===== src/rtl/io_ctrl_pkg.sv =====
// Shared constants for the IO access controller: FSM state encoding and
// IO register-select codes.
package io_ctrl_pkg;

  // Access sequencer states.
  typedef enum logic [1:0] {
    ST_IDLE   = 2'd0,
    ST_SETUP  = 2'd1,
    ST_STROBE = 2'd2,
    ST_ACK    = 2'd3
  } state_t;

  // IO register select values driven on io_dir_o.
  localparam logic [1:0] IO_CTL = 2'd0;
  localparam logic [1:0] IO_PA  = 2'd1;
  localparam logic [1:0] IO_PB  = 2'd2;
  localparam logic [1:0] IO_PC  = 2'd3;

endpackage


===== src/rtl/rr_arb2.sv =====
// Two-way round-robin arbiter. Purely combinational: a lone requester wins,
// and on a tie the requester that did not win last time is chosen.
module rr_arb2 (
  input  logic req0,
  input  logic req1,
  input  logic last_grant,
  output logic grant_valid,
  output logic grant_idx
);

  // Pick the winner from the two requests and the previous owner.
  always_comb begin
    // NOTE: every output gets a default before any branch so no latch is inferred.
    grant_valid = req0 | req1;
    grant_idx   = 1'b0;
    if (req0 && req1) begin
      grant_idx = ~last_grant;
    end else if (req1) begin
      grant_idx = 1'b1;
    end
  end

endmodule


===== src/rtl/io_access_ctrl.sv =====
// Sequences accesses from two requesters onto the 8-bit IO interface:
// round-robin arbitration, one setup cycle, a strobe of STROBE_CYC cycles,
// read-data capture at the end of the strobe, and a one-cycle acknowledge.
// Every output comes straight from a flop.
module io_access_ctrl
  import io_ctrl_pkg::*;
#(
  parameter int DATA_W     = 8,
  parameter int ADDR_W     = 2,
  parameter int STROBE_CYC = 1
) (
  input  logic              clk_i,
  input  logic              rst_i,
  input  logic              req0_i,
  input  logic              req1_i,
  input  logic              we0_i,
  input  logic              we1_i,
  input  logic [ADDR_W-1:0] addr0_i,
  input  logic [ADDR_W-1:0] addr1_i,
  input  logic [DATA_W-1:0] wdata0_i,
  input  logic [DATA_W-1:0] wdata1_i,
  output logic              ack0_o,
  output logic              ack1_o,
  output logic [DATA_W-1:0] rdata0_o,
  output logic [DATA_W-1:0] rdata1_o,
  output logic [ADDR_W-1:0] io_dir_o,
  output logic [DATA_W-1:0] io_data_o,
  output logic              io_wr_o,
  output logic              io_rd_o,
  input  logic [DATA_W-1:0] io_data_i,
  output logic              busy_o,
  output logic              grant_o
);

  state_t state_q, state_d;
  logic   grant_valid, grant_idx;
  logic   last_grant_q;
  logic   owner_q;
  logic   we_q;
  logic   [3:0] cnt_q;

  rr_arb2 u_arb (
    .req0        (req0_i),
    .req1        (req1_i),
    .last_grant  (last_grant_q),
    .grant_valid (grant_valid),
    .grant_idx   (grant_idx)
  );

  // Next-state logic: arbitration only happens from IDLE.
  always_comb begin
    state_d = state_q;
    unique case (state_q)
      ST_IDLE:   if (grant_valid) state_d = ST_SETUP;
      ST_SETUP:  state_d = ST_STROBE;
      ST_STROBE: if (cnt_q == 4'd0) state_d = ST_ACK;
      ST_ACK:    state_d = ST_IDLE;
      default:   state_d = ST_IDLE;
    endcase
  end

  // State register; last_grant starts at 1 so requester 0 wins first.
  always_ff @(posedge clk_i or posedge rst_i) begin
    if (rst_i) begin
      // NOTE: sequential state uses non-blocking assignments so all flops update together.
      state_q <= ST_IDLE;
    end else begin
      state_q <= state_d;
    end
  end

  // Latch the winner's request on entry to SETUP; held through ACK and beyond.
  always_ff @(posedge clk_i or posedge rst_i) begin
    if (rst_i) begin
      last_grant_q <= 1'b1;
      grant_o      <= 1'b0;
      owner_q      <= 1'b0;
      we_q         <= 1'b0;
      io_dir_o     <= '0;
      io_data_o    <= '0;
    end else if (state_q == ST_IDLE && grant_valid) begin
      last_grant_q <= grant_idx;
      grant_o      <= grant_idx;
      owner_q      <= grant_idx;
      we_q         <= grant_idx ? we1_i : we0_i;
      io_dir_o     <= grant_idx ? addr1_i : addr0_i;
      io_data_o    <= grant_idx ? wdata1_i : wdata0_i;
    end
  end

  // Strobe-length down-counter, loaded as the strobe begins.
  always_ff @(posedge clk_i or posedge rst_i) begin
    if (rst_i) begin
      cnt_q <= 4'd0;
    end else if (state_q == ST_SETUP) begin
      cnt_q <= 4'(STROBE_CYC - 1);
    end else if (state_q == ST_STROBE && cnt_q != 4'd0) begin
      cnt_q <= cnt_q - 4'd1;
    end
  end

  // Capture read data on the edge that ends the last strobe cycle.
  always_ff @(posedge clk_i or posedge rst_i) begin
    if (rst_i) begin
      rdata0_o <= '0;
      rdata1_o <= '0;
    end else if (state_q == ST_STROBE && cnt_q == 4'd0 && !we_q) begin
      if (owner_q) rdata1_o <= io_data_i;
      else         rdata0_o <= io_data_i;
    end
  end

  // Registered strobes, acks and busy, decoded from the next state.
  always_ff @(posedge clk_i or posedge rst_i) begin
    if (rst_i) begin
      io_wr_o <= 1'b0;
      io_rd_o <= 1'b0;
      ack0_o  <= 1'b0;
      ack1_o  <= 1'b0;
      busy_o  <= 1'b0;
    end else begin
      io_wr_o <= (state_d == ST_STROBE) &&  we_q;
      io_rd_o <= (state_d == ST_STROBE) && !we_q;
      ack0_o  <= (state_d == ST_ACK) && !owner_q;
      ack1_o  <= (state_d == ST_ACK) &&  owner_q;
      busy_o  <= (state_d != ST_IDLE);
    end
  end

endmodule

===== config.mk =====
export PLATFORM = sky130hd
export DESIGN_NAME = io_access_ctrl
export DESIGN_NICKNAME = d
export VERILOG_FILES = /design/src/rtl/io_ctrl_pkg.sv /design/src/rtl/rr_arb2.sv /design/src/rtl/io_access_ctrl.sv
export SDC_FILE = /design/constraint.sdc
export NUM_CORES = 1
export LEC_CHECK = 0
export CORE_UTILIZATION = 39
export DETAILED_ROUTE_END_ITERATION = 16
export MAX_ROUTING_LAYER = met4
export PLACE_DENSITY = 0.71
export SLEW_MARGIN = 20
export SYNTH_ARGS = -nofsm -noshare
export SYNTH_HDL_FRONTEND = slang
export SYNTH_SLANG_ARGS = --single-unit

===== constraint.sdc =====
create_clock -name clk_i -period 1.9 [get_ports clk_i]
set_clock_uncertainty 0.2 [all_clocks]
set_input_delay 0.19 -clock clk_i [delete_from_list [all_inputs] [get_ports clk_i]]
set_output_delay 0.19 -clock clk_i [all_outputs]
set_load 0.03 [all_outputs]

### After elaboration in Yosys (flattened, before gate mapping)

Index checks and enable logic that the tools add are counted.

* register bits: 40
* input bits: 34

* add/sub/neg operators: 1
* reduce and logical (&&, ||, !) cells: 18
* bitwise operators: 3
* equal/unequal tests: 5
* mux-type cells: 10

Operators with widths (count)
* logical AND 1 bit: 9
* equality test 2 bit, second input constant: 4
* 2-to-1 mux 4 bit: 2
* 2-to-1 mux 8 bit: 1
* one-hot mux 2 bit (4 select lines): 1
* 2-to-1 mux 2 bit: 3
* logical NOT 4 bit: 1
* AND reduction 2 bit: 2
* nonzero test 2 bit: 2
* nonzero test 4 bit: 1
* subtractor 4 x 1 -> 4 bit, second input constant: 1
* 2-to-1 mux 1 bit: 3
* equality test 2 x 1 -> 1 bit, second input constant: 1
* logical NOT 1 bit: 2
* logical NOT 2 bit: 1
* inverter 1 bit: 2
* bitwise OR 1 bit: 1

### Logic depth before layout (Yosys ltp)

* depth after elaboration: 5
* gate-level depth with buffers: 6
* mapped depth without buffers: 5

### Modules after synthesis

From an unflattened synthesis, not the netlist that was laid out.

* cells, all modules: 144
* area, all modules: 1745.4 µm²

Modules (own cells, without submodules)
* io_access_ctrl: area an instance 1731.7 µm², cells an instance 142, sequential area each 1002.2 µm², instances 1
* rr_arb2: area an instance 13.8 µm², cells an instance 2, sequential area each 0.0 µm², instances 1

### Least setup slack after synthesis

Ideal clock, no wire load.

* path type: reg-to-reg
* from: reg state_q[0]
* to: reg rdata1_o[0]
* required time: 1.575 ns
* buffers on the path: 2
* slack: 0.018 ns
* setup time: 0.125 ns
* data arrival time: 1.557 ns
* stages on the path, launching flop included: 7
* path through: dfrtp_1 > inv_1 > ha_1 > clkbuf_1 > and4b_1 > buf_2 > mux2_2

* word-level cells in the longest chain between the ends: 4

Ends and longest elaborated chain
* from (decl): RTL line io_access_ctrl.sv:35 `state_t state_q, state_d;`
* from (signal assigned): RTL line io_access_ctrl.sv:68 `state_q <= state_d;`
* equality test 2 bit: RTL line io_access_ctrl.sv:107 `end else if (state_q == ST_STROBE && cnt_q == 4'd0 && !we_q) begin`
* logical AND 1 bit (2 in series): RTL line io_access_ctrl.sv:107
* AND reduction 2 bit (no line)
* to (signal assigned): RTL line io_access_ctrl.sv:108 `if (owner_q) rdata1_o <= io_data_i;`
* to (decl): RTL line io_access_ctrl.sv:25 `output logic [DATA_W-1:0] rdata1_o,`

Every way passes these cells.
A chain may end at the register's enable or synchronous reset.

### Worst setup path after layout

* from: reg cnt_q[0]
* to: reg ack0_o

* word-level cells in the longest chain between the ends: 5

Ends and longest elaborated chain
* from (decl): RTL line io_access_ctrl.sv:40 `logic [3:0] cnt_q;`
* from (signal assigned): RTL line io_access_ctrl.sv:96 `cnt_q <= 4'(STROBE_CYC - 1);`
* from (signal assigned): RTL line io_access_ctrl.sv:98 `cnt_q <= cnt_q - 4'd1;`
* logical NOT 4 bit: RTL line io_access_ctrl.sv:56 `ST_STROBE: if (cnt_q == 4'd0) state_d = ST_ACK;`
* 2-to-1 mux 2 bit: RTL line io_access_ctrl.sv:56
* one-hot mux 2 bit (4 select lines): RTL line io_access_ctrl.sv:53 `unique case (state_q)`
* named net state_d[0]: RTL line io_access_ctrl.sv:35
* equality test 2 bit: RTL line io_access_ctrl.sv:124 `ack0_o <= (state_d == ST_ACK) && !owner_q;`
* logical AND 1 bit: RTL line io_access_ctrl.sv:124
* to (signal assigned): RTL line io_access_ctrl.sv:124
* to (decl): RTL line io_access_ctrl.sv:22 `output logic ack0_o,`

The timed path passes the listed nets, and every way through them passes these cells.

==> flow_metrics.tcl <==
set metrics [dict create \
    antenna_found_initial 0 \
    setup_tns_ps 0 \
    drt_wl_total_um 3950 \
    synth_area_leaders "dfrtp_1 56%, mux2_2 10%, mux2i_1 6.3%" \
    async_flop_share_pct 100 \
    status "complete, no violations" \
    layout_min_cycle_time_ps 1840 \
    syn_inst 143 \
    tightest_slew_ps 370 \
    cpPeakStageDelay_ps 400 \
    synth_common_cells "39 x dfrtp_1, 16 x mux2_2, 15 x nand2_1" \
    fmax_ghz 0.545 \
    finalWeightedCongestion 0.816 \
    cp.arrival_ps 1870 \
    grt_usage_pct 17.9 \
    synthFlopType "dfrtp_1" \
    grt_overflow 0 \
    r2r_start "cnt_q[0]$_DFFE_PP0P_" \
    p_seq_share_pct 32.6 \
    cellInternalPower_w 0.00269 \
    dp_slack_ps -77.0 \
    syn-num-nets 183 \
    grt_pass1_vias 1376 \
    cts_tree "yes" \
    drive_gt1_share_pct 21.5 \
    die_h_um 69.1 \
    place_hpwl_um 2830 \
    crit_slowest_cell "or3b_4" \
    clockBufferDepth 2 \
    utilization_pct 62.2 \
    fill_cells 343 \
    core_sq_mm 0.00432 \
    synth_xor_area_share_pct 0 \
    h-tree-depth 2 \
    synth_edf_count 0 \
    criticalPathCategory "flip-flop to flip-flop" \
    die_x_um 69.1 \
    yosysWarnings 0 \
    startpoint "cnt_q[0]$_DFFE_PP0P_" \
    dr_total_vias 1353 \
    synth_adder_area_share_pct 4.28 \
    firstDrtPassIters 4 \
    peakVddDrop_v 0.000896 \
    synth_area_leader_cell "dfrtp_1" \
    reg2reg_to "ack0_o$_DFF_PP0_" \
    hold_buffers 0 \
    first_iter_violations 27 \
    crit_required_ps 1930 \
    p_clk_share_pct 15.0 \
    setup_violations 0 \
    cp_max_fo 6 \
    layout_setup_ws_ps 64.6 \
    synth_mux_area_share_pct 16.5 \
    synth_compound_area_share_pct 9.20 \
    netlist_area_sq_mm 0.00175 \
    yosysMostFrequentCell "dfrtp_1" \
    routedWlPerCell_um 14.3 \
    synth_area_per_cell_sq_um 12.3 \
    synthDominantCellAreaShare_pct 55.6 \
    worstSetupEndpoint "ack0_o$_DFF_PP0_" \
    clock_latency_ps 290 \
    slew_headroom_pct 75.1 \
    power_switching_w 0.00178 \
    ys_types 29 \
    drc_errors 0 \
    finalHoldViolCount 0 \
    io_buffer_count 65 \
    rsz0062_at_grt "yes" \
    start_util_pct 40.6 \
    routed_via_density 4.92 \
    period_share_pct 96.6 \
    fin_total_pwr_w 0.00447 \
    grt_pass1_wl_um 6460 \
    synth_top_family_by_area "multiplexers" \
    syn2layout_area_growth_pct 53.4 \
    hp-class "primary input to async pin" \
    grt_max_degree 41 \
    cp_cell_sequence "inv_2 -> ha_4 -> or3b_4 -> a221oi_4 -> and3b_1" \
    diodes 0 \
    row_count 24 \
    p_comb_share_pct 52.4 \
    dieArea_sq_mm 0.00477 \
    startpoint_type "flip-flop" \
    root_buffer "clkbuf_8" \
    p_sw_share_pct 39.9 \
    pin_count 66 \
    powerDensity_mw_per_mm2 1660 \
    fin_nets 262 \
    maxSlewViolCount 0 \
    power_leakage_nw 1.21 \
    end_kind "flip-flop" \
    synth-seq-area-share_pct 57.1 \
    cts_num_sinks 40 \
    reg2reg_depth 5 \
    numCtsBuffers 5 \
    clkTransAtPathRegs_ps 70 \
    ant_nets 0 \
    r2r_slack_ps 60 \
    cap_violations 0 \
    synthSimpleGateAreaFrac_pct 9.49 \
    ys_seq_elements 40 \
]
==> cell usage in the layout, fill, tap and decap left out, types with 2 or more instances in the layout <==
cell type	netlist	final
clkdlybuf4s50_1	0	65
dfrtp_1	39	39
mux2_2	16	16
nand2_1	15	15
o21ai_0	13	12
mux2i_1	11	11
buf_4	0	11
nor2_1	5	5
inv_1	7	5
ha_1	6	5
clkbuf_8	0	5
a21oi_1	4	4
nand3_1	3	3
inv_2	0	2
a21o_2	2	2
==> final cells by class <==
cell class | instances | area (sq um) | area share (%)
flip-flops and latches | 40 | 1000 | 37.2
repair buffers | 78 | 764 | 28.4
multi-input cells | 90 | 726 | 27.0
clock buffers | 6 | 72.6 | 2.70
well taps | 52 | 65.1 | 2.42
clock inverters | 2 | 35.0 | 1.30
inverters | 7 | 26.3 | 0.976
==> power by group through the flow <==
| stage | clock network, W | registers, W | logic [W] |
|---|---|---|---|
| final | 0.000670 | 0.00146 | 0.00235 |
| after global routing | 0.000736 | 0.00152 | 0.00250 |
| after CTS | 0.000693 | 0.00147 | 0.00236 |
| after detailed placement | 0 | 0.00148 | 0.00235 |
| after global placement | 0 | 0.00146 | 0.00229 |
| after floorplan | 0 | 0.00209 | 0.000754 |
==> cell families after synthesis <==
family | count (synthesis)
flops | 40
simple gates | 33
mux | 27
compound gates | 24
buf+inv | 13
fa+ha+maj | 6
==> how the worst min path moves through the flow <==
stage,startpoint,endpoint,slack (ps)
global route,rst_i,rdata0_o[4]$_DFFE_PP0P_,70
detailed placement,io_data_o[0]$_DFFE_PP0P_,io_data_o[0]$_DFFE_PP0P_,270
finish,rst_i,io_data_o[2]$_DFFE_PP0P_,40
CTS,rst_i,rdata1_o[6]$_DFFE_PP0P_,40
global placement,io_data_o[7]$_DFFE_PP0P_,io_data_o[7]$_DFFE_PP0P_,270
floorplan,req0_i,last_grant_q$_DFFE_PP1P_,60
==> registers in the layout (all words and copies together), names as in the netlist <==
signal	cells
cnt_q	4
ack1_o	1
io_rd_o	1
last_grant_q	1
state_q	2
io_dir_o	2
rdata0_o	8
we_q	1
busy_o	1
owner_q	1
rdata1_o	8
ack0_o	1
io_data_o	8
io_wr_o	1
==> stage by stage <==
stage	std cells	instance area (sq um)	hold slack [ps]
2_1_floorplan	143	1750	63.0
3_3_place_gp	262	2510	266
3_5_place_dp	262	2510	274
4_1_cts	271	2630	44.3
5_1_grt	275	2690	73.7
6_report	275	2690	42.6
==> repair_timing <==
action,CTS,global route
buffers inserted,1,4
setup endpoints to repair,8,24
resized for setup,2,7
gates cloned,0,0
pin swaps,0,1
==> metal layers <==
metal  track usage (%)  wire length, um  part of all wire (%)  vias up
met5                 -                0                     0        -
met4              6.12               79                   2.0        0
met3              6.43              272                   6.9        7
met2              28.4             1930                    49       58
met1              21.1             1660                    42      635
li1                  -                -                     -      653
==> critical path, delay by kind of cell, from the launching register on <==
family | cells | cell delay [ps]
compound gates | 1 | 370
fa+ha+maj | 1 | 150
buf+inv | 1 | 80
flops | 1 | 390
simple gates | 2 | 590
Note: power is estimated with default switching activity, not from simulation.
